<file path="config.mk">
export PLATFORM = sky130hd
export DESIGN_NAME = dsram_ctrl
export DESIGN_NICKNAME = d
export VERILOG_FILES = /design/src/rtl/dsram_ctrl.sv
export SDC_FILE = /design/constraint.sdc
export NUM_CORES = 1
export LEC_CHECK = 0
export BUFFER_PORTS_ARGS = -buffer_cell sky130_fd_sc_hd__buf_2
export CAP_MARGIN = 20
export CORE_ASPECT_RATIO = 1.5
export CORE_MARGIN = 2
export CORE_UTILIZATION = 52
export CTS_CLUSTER_DIAMETER = 120
export DETAILED_ROUTE_END_ITERATION = 6
export PLACE_DENSITY_LB_ADDON = 0.1
export SETUP_SLACK_MARGIN = 0.2
export SYNTH_ARGS = -nofsm -noshare
export SYNTH_HDL_FRONTEND = slang
export SYNTH_SLANG_ARGS = --single-unit
export TNS_END_PERCENT = 30
</file>
<file path="constraint.sdc">
create_clock -name clk -period 6.45 [get_ports clk]
set_input_delay 0.3225 -clock clk [delete_from_list [all_inputs] [get_ports clk]]
set_output_delay 0.3225 -clock clk [all_outputs]
set_load 0.01 [all_outputs]
</file>
<file path="src/rtl/dsram_ctrl.sv">
// Data-side SRAM controller: one cache load/store per transaction against a
// synchronous SRAM with fixed wait states. Optional alignment check: DSRAM_ALIGN_CHECK_EN.
module dsram_ctrl #(
  parameter int unsigned WAIT_CYCLES = 2,
  parameter int unsigned ADDR_W      = 32,
  parameter int unsigned SRAM_AW     = 20
) (
  input  logic               clk,
  input  logic               rst,
  input  logic               req,
  input  logic               we,
  input  logic [2:0]         mem_type,
  input  logic [ADDR_W-1:0]  addr,
  input  logic [31:0]        dout,
  output logic               ok,
  output logic [31:0]        din,
`ifdef DSRAM_ALIGN_CHECK_EN
  output logic               misalign,
`endif
  output logic               sram_ce_n,
  output logic               sram_we_n,
  output logic [3:0]         sram_be_n,
  output logic [SRAM_AW-1:0] sram_addr,
  output logic [31:0]        sram_wdata,
  input  logic [31:0]        sram_rdata
);

  localparam int unsigned CNT_W = 4;

  typedef enum logic [1:0] {IDLE, ACCESS, DONE} state_t;

  state_t           state;
  logic [CNT_W-1:0] cnt;
  logic             we_l;
  logic [2:0]       type_l;
  logic [1:0]       lane_l;

  // Address bits above the SRAM word range never reach the pins.
  logic unused_addr_hi;
  assign unused_addr_hi = ^addr[ADDR_W-1:SRAM_AW+2];

  function automatic logic [3:0] be_of(input logic [2:0] mt, input logic [1:0] a);
    case (mt)
      3'd0, 3'd1: be_of = 4'(4'b0001 << a);
      3'd2, 3'd3: be_of = a[1] ? 4'b1100 : 4'b0011;
      default:    be_of = 4'b1111;
    endcase
  endfunction

  function automatic logic [31:0] wdata_of(input logic [2:0] mt, input logic [31:0] d);
    case (mt)
      3'd0, 3'd1: wdata_of = {4{d[7:0]}};
      3'd2, 3'd3: wdata_of = {2{d[15:0]}};
      default:    wdata_of = d;
    endcase
  endfunction

  function automatic logic [31:0] extract(input logic [2:0] mt, input logic [1:0] a,
                                          input logic [31:0] r);
    logic [7:0]  b;
    logic [15:0] h;
    case (a)
      2'd0:    b = r[7:0];
      2'd1:    b = r[15:8];
      2'd2:    b = r[23:16];
      default: b = r[31:24];
    endcase
    h = a[1] ? r[31:16] : r[15:0];
    case (mt)
      3'd0:    extract = {{24{b[7]}}, b};
      3'd1:    extract = {24'b0, b};
      3'd2:    extract = {{16{h[15]}}, h};
      3'd3:    extract = {16'b0, h};
      default: extract = r;
    endcase
  endfunction

`ifdef DSRAM_ALIGN_CHECK_EN
  logic misaligned_c;
  always_comb begin
    misaligned_c = 1'b0;
    case (mem_type)
      3'd0, 3'd1: misaligned_c = 1'b0;
      3'd2, 3'd3: misaligned_c = addr[0];
      default:    misaligned_c = (addr[1:0] != 2'b00);
    endcase
  end
`endif

  // Controller FSM; every output is a register so reset drops the strobes at once.
  always_ff @(posedge clk or posedge rst) begin
    if (rst) begin
      state      <= IDLE;
      cnt        <= '0;
      we_l       <= 1'b0;
      type_l     <= 3'd0;
      lane_l     <= 2'd0;
      ok         <= 1'b0;
      din        <= 32'd0;
`ifdef DSRAM_ALIGN_CHECK_EN
      misalign   <= 1'b0;
`endif
      sram_ce_n  <= 1'b1;
      sram_we_n  <= 1'b1;
      sram_be_n  <= 4'hF;
      sram_addr  <= '0;
      sram_wdata <= 32'd0;
    end else begin
      case (state)
        IDLE: begin
          ok <= 1'b0;
          if (req) begin
            we_l   <= we;
            type_l <= mem_type;
            lane_l <= addr[1:0];
`ifdef DSRAM_ALIGN_CHECK_EN
            if (misaligned_c) begin
              state    <= DONE;
              ok       <= 1'b1;
              misalign <= 1'b1;
            end else begin
`else
            begin
`endif
              state      <= ACCESS;
              cnt        <= CNT_W'(WAIT_CYCLES - 1);
              sram_ce_n  <= 1'b0;
              sram_we_n  <= ~we;
              sram_be_n  <= ~be_of(mem_type, addr[1:0]);
              sram_addr  <= addr[SRAM_AW+1:2];
              sram_wdata <= wdata_of(mem_type, dout);
            end
          end
        end
        ACCESS: begin
          if (cnt == '0) begin
            state     <= DONE;
            ok        <= 1'b1;
            sram_ce_n <= 1'b1;
            sram_we_n <= 1'b1;
            sram_be_n <= 4'hF;
            if (!we_l) din <= extract(type_l, lane_l, sram_rdata);
          end else begin
            cnt <= cnt - CNT_W'(1);
          end
        end
        DONE: begin
          // Any req seen here is dropped; the cache re-presents it in IDLE.
          state <= IDLE;
          ok    <= 1'b0;
`ifdef DSRAM_ALIGN_CHECK_EN
          misalign <= 1'b0;
`endif
        end
        default: state <= IDLE;
      endcase
    end
  end

endmodule

</file>
# --- Yosys cells after proc, flatten, opt, wreduce, memory -nomap -nowiden ---
# Index checks and enable logic that the tools add are counted.
totals:
  regBits: 103
  out_inout_bits: 91
  word_cells: 69
classes:
  add_sub_neg: 1
  muxes: 23
  n_reduce_logical: 16
  shift: 1
  n_bitwise: 3
  n_eq_ne: 13
ops:
  columns: ["op", "count"]
  rows:
  - ["$pmux W32 S4", 1]
  - ["$pmux W32 S2", 1]
  - ["$mux W4", 7]
  - ["$pmux W4 S2", 3]
  - ["$pmux W8 S3", 1]
  - ["$mux W16", 1]
  - ["$eq A3 B2 Y1 const B", 4]
  - ["$reduce_and A3 Y1", 3]
  - ["$eq A3 B1 Y1 const B", 2]
  - ["$logic_not A3 Y1", 2]
  - ["$ne A2 B2 Y1 const B", 3]
  - ["$pmux W1 S2", 3]
  - ["$reduce_and A2 Y1", 3]
  - ["$reduce_or A2 Y1", 3]
  - ["$eq A2 B1 Y1 const B", 2]
  - ["$eq A2 B2 Y1 const B", 2]
  - ["$logic_not A2 Y1", 2]
  - ["$logic_not A4 Y1", 1]
  - ["$mux W2", 2]
  - ["$not A4 Y4", 1]
  - ["$pmux W2 S2", 1]
  - ["$reduce_bool A2 Y1", 2]
  - ["$shl A1 B2 Y4 const A", 1]
  - ["$sub A4 B1 Y4 const B", 1]
  - ["other kinds (2)", 5]

# --- Depth between registers and ports, before layout ---
depth:
  ltp_word: 8
  ltp_mapped: 9
  mapped_depth_nobuf: 6

# --- Worst setup path before layout ---
# No wires, ideal clock.
synth_path:
  kind: "flip-flop to flip-flop"
  startpoint: "reg cnt[0]"
  endpoint: "reg din[12]"
  synth_period_minus_slack_ns: 2.088
  t_arrival_ns: 1.944
  slack_ns: 4.362
  stages_incl_launch_ff: 9
  setup_ns: 0.144
  cell_sequence: "dfrtp_1 -> inv_1 -> ha_1 -> or3b_1 -> buf_6 -> or3_1 -> buf_6 -> nor3_4 -> a221oi_1"
synth_via:
  elab_chain_len: 2
synth_rtl:
  columns: ["element", "line", "rtl"]
  rows:
  - ["from (decl)", "33", "logic [CNT_W-1:0] cnt;"]
  - ["from (signal assigned)", "126", "cnt <= CNT_W'(WAIT_CYCLES - 1);"]
  - ["from (signal assigned)", "144", "cnt <= cnt - CNT_W'(1);"]
  - ["$logic_not A4 Y1", "136", "if (cnt == '0) begin"]
  - ["$reduce_and A3 Y1 (no source line)", null, null]
  - ["to (signal assigned)", "142", "if (!we_l) din <= extract(type_l, lane_l, sram_rdata);"]
  - ["to (decl)", "16", "output logic [31:0] din,"]
# No other way between the ends.
# A chain may end at the register's enable or synchronous reset.

# --- Worst setup path after layout ---
layout_path:
  startpoint: "reg cnt[0]"
  endpoint: "reg din[13]"
# The elaborated chain is that of the path after synthesis.

==> flow_summary.json <==
{
  "area.growth.synth_to_final_pct": 26.2,
  "ys_ff_latch": 103,
  "crit_path_end_kind": "flip-flop",
  "postCtsSetupBuffers": 0,
  "period_minus_slack_ns": 2.57,
  "slew_viol_final": 0,
  "die_area_um2": 9760,
  "drive_gt1_share_pct": 33.0,
  "fmax_mhz": 388,
  "synthCells": 502,
  "antenna_found_initial": 0,
  "setup_slack_ns": 3.88,
  "rows": 42,
  "synth_cell_type_count": 40,
  "layout_common_cells": "183 x buf_2, 155 x nand2_1, 97 x dfrtp_1",
  "cts_resized": 0,
  "setup_viol": 0,
  "slew_headroom_pct": 34.2,
  "outcome": "completed",
  "p_leak_nw": 3.05,
  "syn_area_um2": 4660,
  "final_common_cell": "buf_2",
  "wl_per_cell_um": 15.7,
  "grt_pass1_vias": 4123,
  "path_class": "flip-flop to flip-flop",
  "pre_cts_ws_ns": 3.91,
  "start_util_pct": 53.2,
  "cts_buffers": 9,
  "yosysWarningCount": 0,
  "ir_drop_uv": 243,
  "rsz0062_at_grt": "no",
  "cap_violations": 0,
  "tritoncts": "built",
  "num-nets-final": 774,
  "p_per_area_nw_per_um2": 482,
  "route.final.wire_length_um": 12300,
  "cts_max_level": 3,
  "drc": 0,
  "yosysSeqAreaShare_pct": 55.4,
  "die_w_um": 81.3,
  "grt_max_degree": 62,
  "hold_ws_ns": 0.0227,
  "firstDrtPassIters": 4,
  "clk_pin_slew_ns": 0.07,
  "ios": 194,
  "io_buffers": 183,
  "reg2regPathDepth": 6,
  "grt_overflow_total": 0,
  "worstMarginPinSlew_ns": 0.986,
  "crit_path_cell_trace": "inv_1 -> ha_1 -> or3b_1 -> or3_1 -> nor3_4 -> a221oi_1",
  "synth_area_per_cell_um2": 9.29,
  "fillers": 752,
  "grt_pass1_wl_um": 19500,
  "drtAntennaViolNets": 0,
  "clk_latency_ns": 0.34,
  "coreArea_um2": 8780,
  "power_mw": 2.84,
  "first_iter_violations": 170,
  "hold_path_class": "input port to async pin",
  "via_count": 4167,
  "start_kind": "flip-flop",
  "holdBufCountCts": 0,
  "finalSetupTns_ns": 0,
  "globalplace.congestion": 0.825,
  "hpwl_um": 8840,
  "chipHeight_um": 120,
  "final_cells": 783,
  "vias_per_cell": 5.32,
  "min_period_over_period_pct": 39.9,
  "slowest_stage": "or3_1",
  "fin_skew_ns": 0.00852,
  "hold_violations": 0,
  "cp_max_fo": 14,
  "cts_sinks": 103,
  "diodes": 0,
  "slowest_delay_ns": 0.67,
  "cts_buffer_depth": 2,
  "root_buffer": "clkbuf_16",
  "grtUsageTotal_pct": 26.1,
  "multi_input_area_um2": 1920,
  "dp.cells": 768,
  "arrival_ns": 2.76,
  "crit_required_ns": 6.64,
  "seqCellArea_um2": 2580,
  "synth_fp_nets": 607
}
-- path summary, 6_finish.rpt --
| check | to | slack (ns) | startpoint |
|---|---|---|---|
| max | din[13] | 3.88 | cnt[0] |
| min | sram_addr[12] | 0.02 | rst |
| max reg2reg | din[13] | 3.88 | cnt[0] |
| min reg2reg | sram_addr[13] | 0.47 | sram_addr[13] |
| max in group asynchronous | din[4] | 5.25 | rst |
| min in group clk | sram_we_n | 0.13 | we |
-- layout make-up --
type | count | share of cell area (%)
timing repair buffer | 187 | 16.1
multi-input combinational | 364 | 32.6
inverter | 4 | 0.297
sequential | 103 | 43.9
clock buffer | 11 | 3.95
tap | 110 | 2.34
clock inverter | 4 | 0.807
-- cells by family after synthesis --
logic type | Yosys count | share of synthesized area, %
buf+inv | 35 | 3.43
xor+xnor | 1 | 0.188
flops | 103 | 55.4
fa+ha+maj | 2 | 0.536
mux | 37 | 8.15
compound gates | 90 | 11.1
simple gates | 234 | 21.2
-- flip-flops by register name, indices dropped and copies added, names as in the netlist --
name and flops:
din 32, sram_wdata 32, sram_addr 20, cnt 4, sram_be_n 4, type_l 3
lane_l 2, state 2, ok 1, sram_ce_n 1, sram_we_n 1, we_l 1
-- routing by layer --
layer	track usage (%)	up-vias	part of all wire, %
li1	-	2006	-
met1	30.4	1965	38
met5	0	-	0
met3	6.54	31	7.3
met4	12.3	0	4.1
met2	43.9	165	51
-- power breakdown --
part	internal, mW	switching, mW
clock network	0.298	0.227
registers	0.961	0.204
logic	0.471	0.676
total	1.73	1.11
-- worst max-delay path, delay by kind of cell, from the launching register on --
kind	cells	cell delay [ns]
AOI/OAI and AO/OA	1	0.17
adders and majority gates	1	0.15
buffers and inverters	1	0.13
DFF	1	0.38
and+or+nand+nor	3	1.59
-- Yosys cell counts --
cell / instances / share of area, %
nand2_1: 156 / 13
dfrtp_1: 97 / 52
nor2_1: 42 / 3.4
o21ai_0: 35 / 3.8
mux2i_1: 29 / 6.2
a21oi_1: 28 / 3.0
clkbuf_1: 23 / 1.9
mux2_2: 8 / 1.9
dfstp_2: 6 / 3.4
nor3_1: 6 / 0.64
o22ai_1: 6 / 0.80
nor2b_1: 5 / 0.67
a211oi_1: 4 / 0.64
a221oi_1: 4 / 0.75
inv_1: 4 / 0.32
nand2b_1: 4 / 0.54
nand3_1: 4 / 0.43
nor3b_1: 4 / 0.64
o21ai_1: 4 / 0.43
a21o_1: 3 / 0.48
buf_6: 3 / 0.72
or3_1: 3 / 0.40
a31oi_1: 2 / 0.27
buf_1: 2 / 0.16
buf_2: 2 / 0.21
ha_1: 2 / 0.54
nor2_2: 2 / 0.27
nor3_4: 2 / 0.70
a21oi_4: 1 / 0.35
and2_1: 1 / 0.13
buf_4: 1 / 0.16
nand3b_1: 1 / 0.16
nand4b_1: 1 / 0.19
nor4b_1: 1 / 0.19
o221ai_1: 1 / 0.19
o31a_1: 1 / 0.19
o32ai_1: 1 / 0.19
or2_2: 1 / 0.13
or3b_1: 1 / 0.19
xor2_1: 1 / 0.19
-- through the flow --
stage               instance area (um^2)  util [%]
finish                              5890      67.1
global route                        5890      67.1
CTS                                 5890      67.1
detailed placement                  5610      63.9
global placement                    5610      63.9
floorplan                           4660         -
(Power assumes the default switching activity.)
